==> src/rtl/gametank_cpu_sdram_bridge.sv <==
// CPU-side responder for the SDRAM/cart window. Converts BCU-qualified CPU
// accesses into level-held memory requests, stalls the CPU while a read is
// outstanding, posts writes, keeps a single-byte read cache, and abandons any
// access whose acknowledge never arrives.
module gametank_cpu_sdram_bridge #(
  parameter int unsigned TIMEOUT  = 64,
  parameter logic [7:0]  OPEN_BUS = 8'hFF,
  parameter int unsigned BANK_W   = 8
) (
  input  logic              i_clk_cpu,
  input  logic              i_reset_n,
  input  logic              i_ce,
  input  logic              i_rnw,
  input  logic [15:0]       i_addr,
  input  logic [7:0]        i_data_in,
  input  logic [BANK_W-1:0] i_bank,
  output logic [7:0]        o_data_out,
  output logic              o_pause,
  output logic [21:0]       o_mem_addr,
  output logic              o_mem_read,
  output logic              o_mem_write,
  output logic [7:0]        o_mem_dout,
  input  logic [7:0]        i_mem_din,
  input  logic              i_mem_ack,
  output logic              o_timeout
);

  typedef enum logic [1:0] {
    IDLE    = 2'd0,
    RD_WAIT = 2'd1,
    RD_DONE = 2'd2,
    WR_WAIT = 2'd3
  } state_t;

  // Last count value before an unacknowledged request is given up.
  localparam logic [7:0] TCOUNT_LAST = 8'(TIMEOUT - 1);

  state_t      state;
  logic [7:0]  tcount;
  logic [7:0]  data_q;
  logic        cache_valid;
  logic [21:0] cache_tag;
  logic [7:0]  cache_data;

  logic [21:0] ea;
  logic        cache_hit;
  logic        expired;
  logic        hit_now;
  logic        pause_c;
  logic        unused_addr_hi;

  // The window is 16 KiB per bank, so the top two CPU address bits never
  // reach memory; the bank register supplies the upper address instead.
  assign ea             = 22'({i_bank, i_addr[13:0]});
  assign unused_addr_hi = ^i_addr[15:14];

  assign cache_hit = cache_valid && (cache_tag == ea);
  assign expired   = (tcount == TCOUNT_LAST);
  assign hit_now   = (state == IDLE) && i_ce && i_rnw && cache_hit;

  // A cache hit is served in the same cycle; otherwise the last captured
  // byte is held until a new read completes.
  assign o_data_out = hit_now ? cache_data : data_q;

  // Stall the CPU for a read miss in IDLE and for any access that arrives
  // while memory is still busy; RD_DONE is the cycle the CPU takes the data.
  always_comb begin
    pause_c = 1'b0;
    if (i_reset_n && i_ce) begin
      case (state)
        IDLE:    pause_c = i_rnw && !cache_hit;
        RD_WAIT: pause_c = 1'b1;
        WR_WAIT: pause_c = 1'b1;
        default: pause_c = 1'b0;
      endcase
    end
  end

  assign o_pause = pause_c;

  // Access sequencer: launches requests, waits for ack or expiry, and
  // maintains the one-entry read cache.
  always_ff @(posedge i_clk_cpu or negedge i_reset_n) begin
    if (!i_reset_n) begin
      state       <= IDLE;
      tcount      <= 8'd0;
      data_q      <= 8'hFF;
      cache_valid <= 1'b0;
      cache_tag   <= 22'd0;
      cache_data  <= 8'd0;
      o_mem_addr  <= 22'd0;
      o_mem_read  <= 1'b0;
      o_mem_write <= 1'b0;
      o_mem_dout  <= 8'd0;
      o_timeout   <= 1'b0;
    end else begin
      o_timeout <= 1'b0;
      case (state)
        IDLE: begin
          if (i_ce) begin
            if (i_rnw) begin
              if (cache_hit) begin
                data_q <= cache_data;
              end else begin
                o_mem_read <= 1'b1;
                o_mem_addr <= ea;
                tcount     <= 8'd0;
                state      <= RD_WAIT;
              end
            end else begin
              o_mem_write <= 1'b1;
              o_mem_addr  <= ea;
              o_mem_dout  <= i_data_in;
              tcount      <= 8'd0;
              state       <= WR_WAIT;
            end
          end
        end

        RD_WAIT: begin
          if (i_mem_ack) begin
            o_mem_read  <= 1'b0;
            data_q      <= i_mem_din;
            cache_valid <= 1'b1;
            cache_tag   <= o_mem_addr;
            cache_data  <= i_mem_din;
            state       <= RD_DONE;
          end else if (expired) begin
            o_mem_read <= 1'b0;
            data_q     <= OPEN_BUS;
            o_timeout  <= 1'b1;
            state      <= RD_DONE;
          end else begin
            tcount <= tcount + 8'd1;
          end
        end

        RD_DONE: begin
          state <= IDLE;
        end

        WR_WAIT: begin
          if (i_mem_ack) begin
            o_mem_write <= 1'b0;
            if (cache_tag == o_mem_addr) begin
              cache_data <= o_mem_dout;
            end
            state <= IDLE;
          end else if (expired) begin
            o_mem_write <= 1'b0;
            o_timeout   <= 1'b1;
            state       <= IDLE;
          end else begin
            tcount <= tcount + 8'd1;
          end
        end

        default: begin
          state <= IDLE;
        end
      endcase
    end
  end

endmodule

==> config.mk <==
export PLATFORM = sky130hd
export DESIGN_NAME = gametank_cpu_sdram_bridge
export DESIGN_NICKNAME = d
export VERILOG_FILES = /design/src/rtl/gametank_cpu_sdram_bridge.sv
export SDC_FILE = /design/constraint.sdc
export NUM_CORES = 1
export LEC_CHECK = 0
export ABC_AREA = 1
export BUFFER_PORTS_ARGS = -buffer_cell sky130_fd_sc_hd__buf_2
export CAP_MARGIN = 15
export CORE_UTILIZATION = 25
export DETAILED_ROUTE_END_ITERATION = 6
export MAX_ROUTING_LAYER = met4
export PLACE_DENSITY = 0.46
export SYNTH_ARGS = -nofsm -noshare
export SYNTH_HDL_FRONTEND = slang
export SYNTH_SLANG_ARGS = --single-unit
==> constraint.sdc <==
create_clock -name i_clk_cpu -period 2.1 [get_ports i_clk_cpu]
set_clock_uncertainty 0.1 [all_clocks]
set_input_delay 0.42 -clock i_clk_cpu [delete_from_list [all_inputs] [get_ports i_clk_cpu]]
set_output_delay 0.42 -clock i_clk_cpu [all_outputs]
set_load 0.03 [all_outputs]
=== After elaboration in Yosys (flattened, before gate mapping) ===
Cells that the tools add are included.

* Add/subtract/negate cells: 1
* $mul: 0
* Divide/modulo/power cells: 0
* Order comparisons: 0
* Equal/unequal tests: 20
* Shift operators: 0
* Muxes and demuxes: 41
* Bitwise gates (word level): 1
* Reductions and logical operators: 22

{| class="wikitable"
|+ Operator list
! cell !! number
|-
| 8-bit 2-to-1 mux || 14
|-
| 8-bit one-hot mux with 2 select lines || 3
|-
| 22-bit == test || 2
|-
| 22-bit 2-to-1 mux || 2
|-
| 2-bit inequality test (second input constant) || 11
|-
| 5-bit AND reduction || 3
|-
| 2-bit 2-to-1 mux || 7
|-
| 4-bit AND reduction || 3
|-
| 1-bit 2-to-1 mux || 11
|-
| 3-bit inequality test (second input constant) || 3
|-
| 8-bit by 1-bit adder with 8-bit output (second input constant) || 1
|-
| 8-bit by 6-bit == test with 1-bit output (second input constant) || 1
|-
| 2-bit one-hot mux with 4 select lines || 1
|-
| 2-bit nonzero test || 4
|-
| 1-bit logical AND || 6
|-
| 1-bit one-hot mux with 2 select lines || 3
|-
| 3-bit AND reduction || 2
|-
| 2-bit == test (second input constant) || 2
|-
| 2-bit by 1-bit == test with 1-bit output (second input constant) || 1
|-
| 2-bit zero test || 1
|-
| 2-bit AND reduction || 1
|-
| 2-bit OR reduction || 1
|-
| 1-bit zero test || 1
|-
| 1-bit inverter || 1
|}

* Register bits: 82
* Latch bits: 0
* RAM bits: 0
* ROM bits: 0
* Output and inout bits: 42
* Logic and storage cells: 96
* Memories: 0

=== Logic depth before layout (Yosys ltp) ===
* Depth after elaboration: 6
* Depth in mapped cells: 12

=== Worst setup path before layout ===
No wires, ideal clock.

* Path kind: input to output
* Start: input port i_addr[4]
* End: output port o_data_out[0]
* Data arrival time: 1.562 ns
* Setup slack: 0.018 ns
* Cell stages on the path: 10
* Path buffers: 1
* Cell sequence: inv_1 > nand2_1 > nand2_1 > nor2_1 > nand2_1 > nor3_4 > nand4_4 > buf_2 > o21ai_0 > nand2_1

* Longest elaborated chain between the ends: 4

{| class="wikitable"
|+ RTL lines
! item !! RTL line !! RTL
|-
| from (decl) || 14 || <nowiki>input logic [15:0] i_addr,</nowiki>
|-
| 22-bit == test || 57 || <nowiki>assign cache_hit = cache_valid && (cache_tag == ea);</nowiki>
|-
| 1-bit logical AND || 57 ||
|-
| 1-bit logical AND || 59 || <nowiki>assign hit_now = (state == IDLE) && i_ce && i_rnw && cache_hit;</nowiki>
|-
| 8-bit 2-to-1 mux || 63 || <nowiki>assign o_data_out = hit_now ? cache_data : data_q;</nowiki>
|-
| to (decl) || 17 || <nowiki>output logic [7:0] o_data_out,</nowiki>
|}

Every way passes these cells.

=== Worst setup path after layout ===
* Start: register cache_tag[5]
* End: output port o_data_out[6]

* Longest elaborated chain between the ends: 4

{| class="wikitable"
|+ RTL lines
! item !! RTL line !! RTL
|-
| from (decl) || 42 || <nowiki>logic [21:0] cache_tag;</nowiki>
|-
| from (signal assigned) || 125 || <nowiki>cache_tag <= o_mem_addr;</nowiki>
|-
| 22-bit == test || 57 ||
|-
| 1-bit logical AND || 57 ||
|-
| 1-bit logical AND || 59 ||
|-
| 8-bit 2-to-1 mux || 63 ||
|}

Every way passes these cells.

==> metrics.yaml <==
timing:
  setup_ws_ps: -473.5
  fin_crit_sh: 1.225
  tightest_slew_ps: 562.7
  fin_tns_setup_ps: -4103
  fin_hold_ws_ps: 46.53
  hold_violations: 0
  grt_setup_unrepaired: "yes"
  slew_viol_final: 0
  fin_crit_ps: 2573
  setup_viol: 17
  fmax_mhz: 388.6
  worst_slew_margin_rel: 0.6245
global_route:
  grt_pass1_wl_mm: 21.25
  grt_max_degree: 83
  use_met1: 0.1997
  antenna_found_initial: 0
  grt_pass1_vias: 4264
  busiest_layer: "met2"
  met2_usage: 0.2408
  grt_usage: 0.1532
  overflow: 0
  grt_use_met3: 0.03000
routing:
  drtAntennaViolNets: 0
  drcViolationCount: 0
  first_pass_iters: 5
  via_per_inst: 4.435
  drt_wl_total_mm: 13.95
  drt_first_iter_violations: 221
  vias: 4382
  routedWlPerCell_um: 14.12
clock_network:
  root_buffer: "clkbuf_16"
  cts_buffers: 9
  clockBufferDepth: 2
  worstSkewPairLatency_ps: 350
  htreeDepth: 3
  path_clk_slew_ps: 60
  cts_tree: "yes"
  cts_hold_buf: 0
  cts.sinks: 82
worst_setup_path:
  cp_top_family: "simple AND/OR/NAND/NOR gates"
  ff2ff_path_depth: 14
  critPathKind: "flip-flop to output pin"
  crit_path_start_kind: "flip-flop"
  path_max_fanout: 8
  cp.arrival_ps: 2050
  cp-end-kind: "output pin"
  critical-path-max-stage-delay_ps: 430
  worstPathCellList: "inv_2 -> nand2_2 -> nand2_1 -> nor2_1 -> nand2_1 -> nor3_4 -> nand4_4 -> nor2_4 -> nand2_1 -> nand2_1 -> buf_6"
  cp_common_cell: "nand2_1"
  required_ps: 1580
  cp.depth: 11
  path_buf_inv: 2
  crit_path_top_delay_cell: "dfrtp_1"
  rrSetupSlack_ps: -20
die:
  coreArea_mm2: 0.01748
  die_w_um: 136.7
  rows: 48
  dieArea_mm2: 0.01868
  pin_count: 87
  chipHeight_um: 136.7
  start_util: 0.2595
layout:
  layout.nets: 804
  post-route-cell-area_mm2: 0.006452
  syn_to_final_growth_pct: 42.30
  fillers: 1850
  diodes: 0
  drive_above_1_share: 0.3617
logic_synthesis:
  synth_nets: 653
  synth_edf_count: 0
  yosys.area.top_type: "dfrtp_1"
  synth_cells: 607
  yosysWarnings: 0
  synthTopCellsByArea: "dfrtp_1 (41%), nand2_1 (18%), o21ai_0 (7.4%), dfstp_2 (4.6%), inv_1 (4.5%)"
  synth.distinct_cells: 36
  async_reset_ff_frac: 1.000
  seq_area_frac_synth: 0.4547
  avgSynthCellArea_um2: 7.470
  syn-cell-area_mm2: 0.004534
  synthFlopType: "dfrtp_1"
  ys_ff_latch: 82
  synth_top_cell_area_share: 0.4084
worst_hold_path:
  min_path_type: "input port to async pin"
placed_design:
  dpl_cell_area_mm2: 0.005619
  portBuffers: 84
  gp_congestion: 0.7972
  dpl.hpwl_mm: 9.689
power_and_ir_drop:
  vdd_drop_max_mv: 0.8222
  power.density_mw_per_mm2: 1513
  power.leakage_nw: 3.266
  p_total_mw: 9.765
run_status:
  violations: "negative setup slack"
  outcome: "complete, but fails checks"
flow_run:
  drv_cap: 0
==> stage by stage <==
step | utilization | worst slack [ps] | instances
after floorplan | - | 17.94 | 607
after global placement | 0.3215 | -379.2 | 957
after detailed placement | 0.3215 | -398.6 | 957
after CTS | 0.3449 | -521.6 | 977
after global routing | 0.3692 | -633.6 | 988
final | 0.3692 | -473.5 | 988
==> cell type report <==
class / count / area (µm²) / area share
clock buffers: 10 / 229.0 / 0.03549
flip-flops and latches: 82 / 2063 / 0.3198
inverters: 68 / 260.3 / 0.04033
clock inverters: 6 / 67.56 / 0.01047
repair buffers: 152 / 1141 / 0.1768
well taps: 225 / 281.5 / 0.04363
multi-input cells: 445 / 2410 / 0.3735
==> timing repair <==
| item | CTS | global route |
|---|---|---|
| endpoints found under the setup margin | 9 | 48 |
| gates cloned | 0 | 8 |
| pin swaps | 10 | 10 |
| gates resized for setup | 30 | 96 |
| buffers inserted | 4 | 4 |
==> cell usage after synthesis (2+ instances only) <==
master	n
clkbuf_1	3
nor2_2	2
nand4_1	14
buf_4	3
nor2_1	43
nor2_4	4
o22ai_1	2
a21oi_1	17
buf_2	6
nand2_2	6
inv_1	54
xnor2_1	12
nand2_1	215
nand3_1	33
o21ai_0	67
dfrtp_1	74
o22a_1	8
dfstp_2	8
xor2_1	3
nor3_1	3
inv_2	12
or2_2	4
==> flip-flops by register name, indices dropped and copies added (netlist names) <==
| signal | count |
|---|---|
| cache_tag | 22 |
| o_mem_addr | 22 |
| cache_data | 8 |
| data_q | 8 |
| o_mem_dout | 8 |
| tcount | 8 |
| state | 2 |
| cache_valid | 1 |
| o_mem_read | 1 |
| o_mem_write | 1 |
| o_timeout | 1 |
==> layer usage <==
layer / vias to the layer above / wire (µm)
met3: 11 / 544
met5: - / 0
li1: 2251 / -
met4: 0 / 154
met1: 2017 / 6753
met2: 103 / 6495
==> worst reg2reg max path, cell delays in order (launching register included) <==
cell	delay [ps]
dfrtp_1	430
inv_2	60
nand2_2	60
nand2_1	50
nor2_1	80
nand2_1	90
nor3_4	210
nand4_4	190
buf_6	180
buf_8	140
nand2_8	110
buf_12	140
nand2_8	70
nand2_2	70
nand2_2	40
==> logic make-up after synthesis <==
logic type,count (synthesis),synth area share
and+or+nand+nor,331,0.3209
AOI/OAI and AO/OA,96,0.1148
buffers and inverters,82,0.07781
DFF,82,0.4547
xor gates and xnor gates,15,0.02897
adders and majority gates,1,0.002759
==> cells in the final DEF, fill, tap and decap left out, types with 3 or more instances in the layout <==
cell type	Yosys	routed
buf_2	6	74
nand4_1	14	14
nand3_1	33	32
nand2_2	6	44
inv_1	54	53
dfstp_2	8	8
nor3_1	3	3
nand2_4	1	9
xor2_1	3	3
inv_2	12	12
clkbuf_16	0	13
nand2_1	215	168
o22a_1	8	8
o21ai_0	67	43
a21oi_1	17	16
o21ai_2	0	9
buf_12	1	5
or2_2	4	4
buf_6	1	10
xnor2_1	12	12
o21ai_1	0	14
buf_4	3	57
nor2_1	43	40
nor2_4	4	6
nand2_8	1	4
dfrtp_1	74	73
nor2_2	2	3
==> power breakdown <==
group	internal [mW]	switching [mW]	total (mW)
combinational	2.11	3.07	5.19
sequential	2.31	0.647	2.95
clock	0.925	0.701	1.63
==> final timing paths <==
kind | startpoint | to
worst max-delay path | cache_tag[5] | o_data_out[6]
worst min-delay path | i_reset_n | o_mem_addr[4]
worst max register to register | cache_tag[5] | tcount[7]
worst min register to register | data_q[1] | data_q[1]
max in group asynchronous | i_reset_n | state[0]
min in group i_clk_cpu | i_data_in[4] | o_mem_dout[4]
No activity file was read; power rests on OpenSTA's default activity.
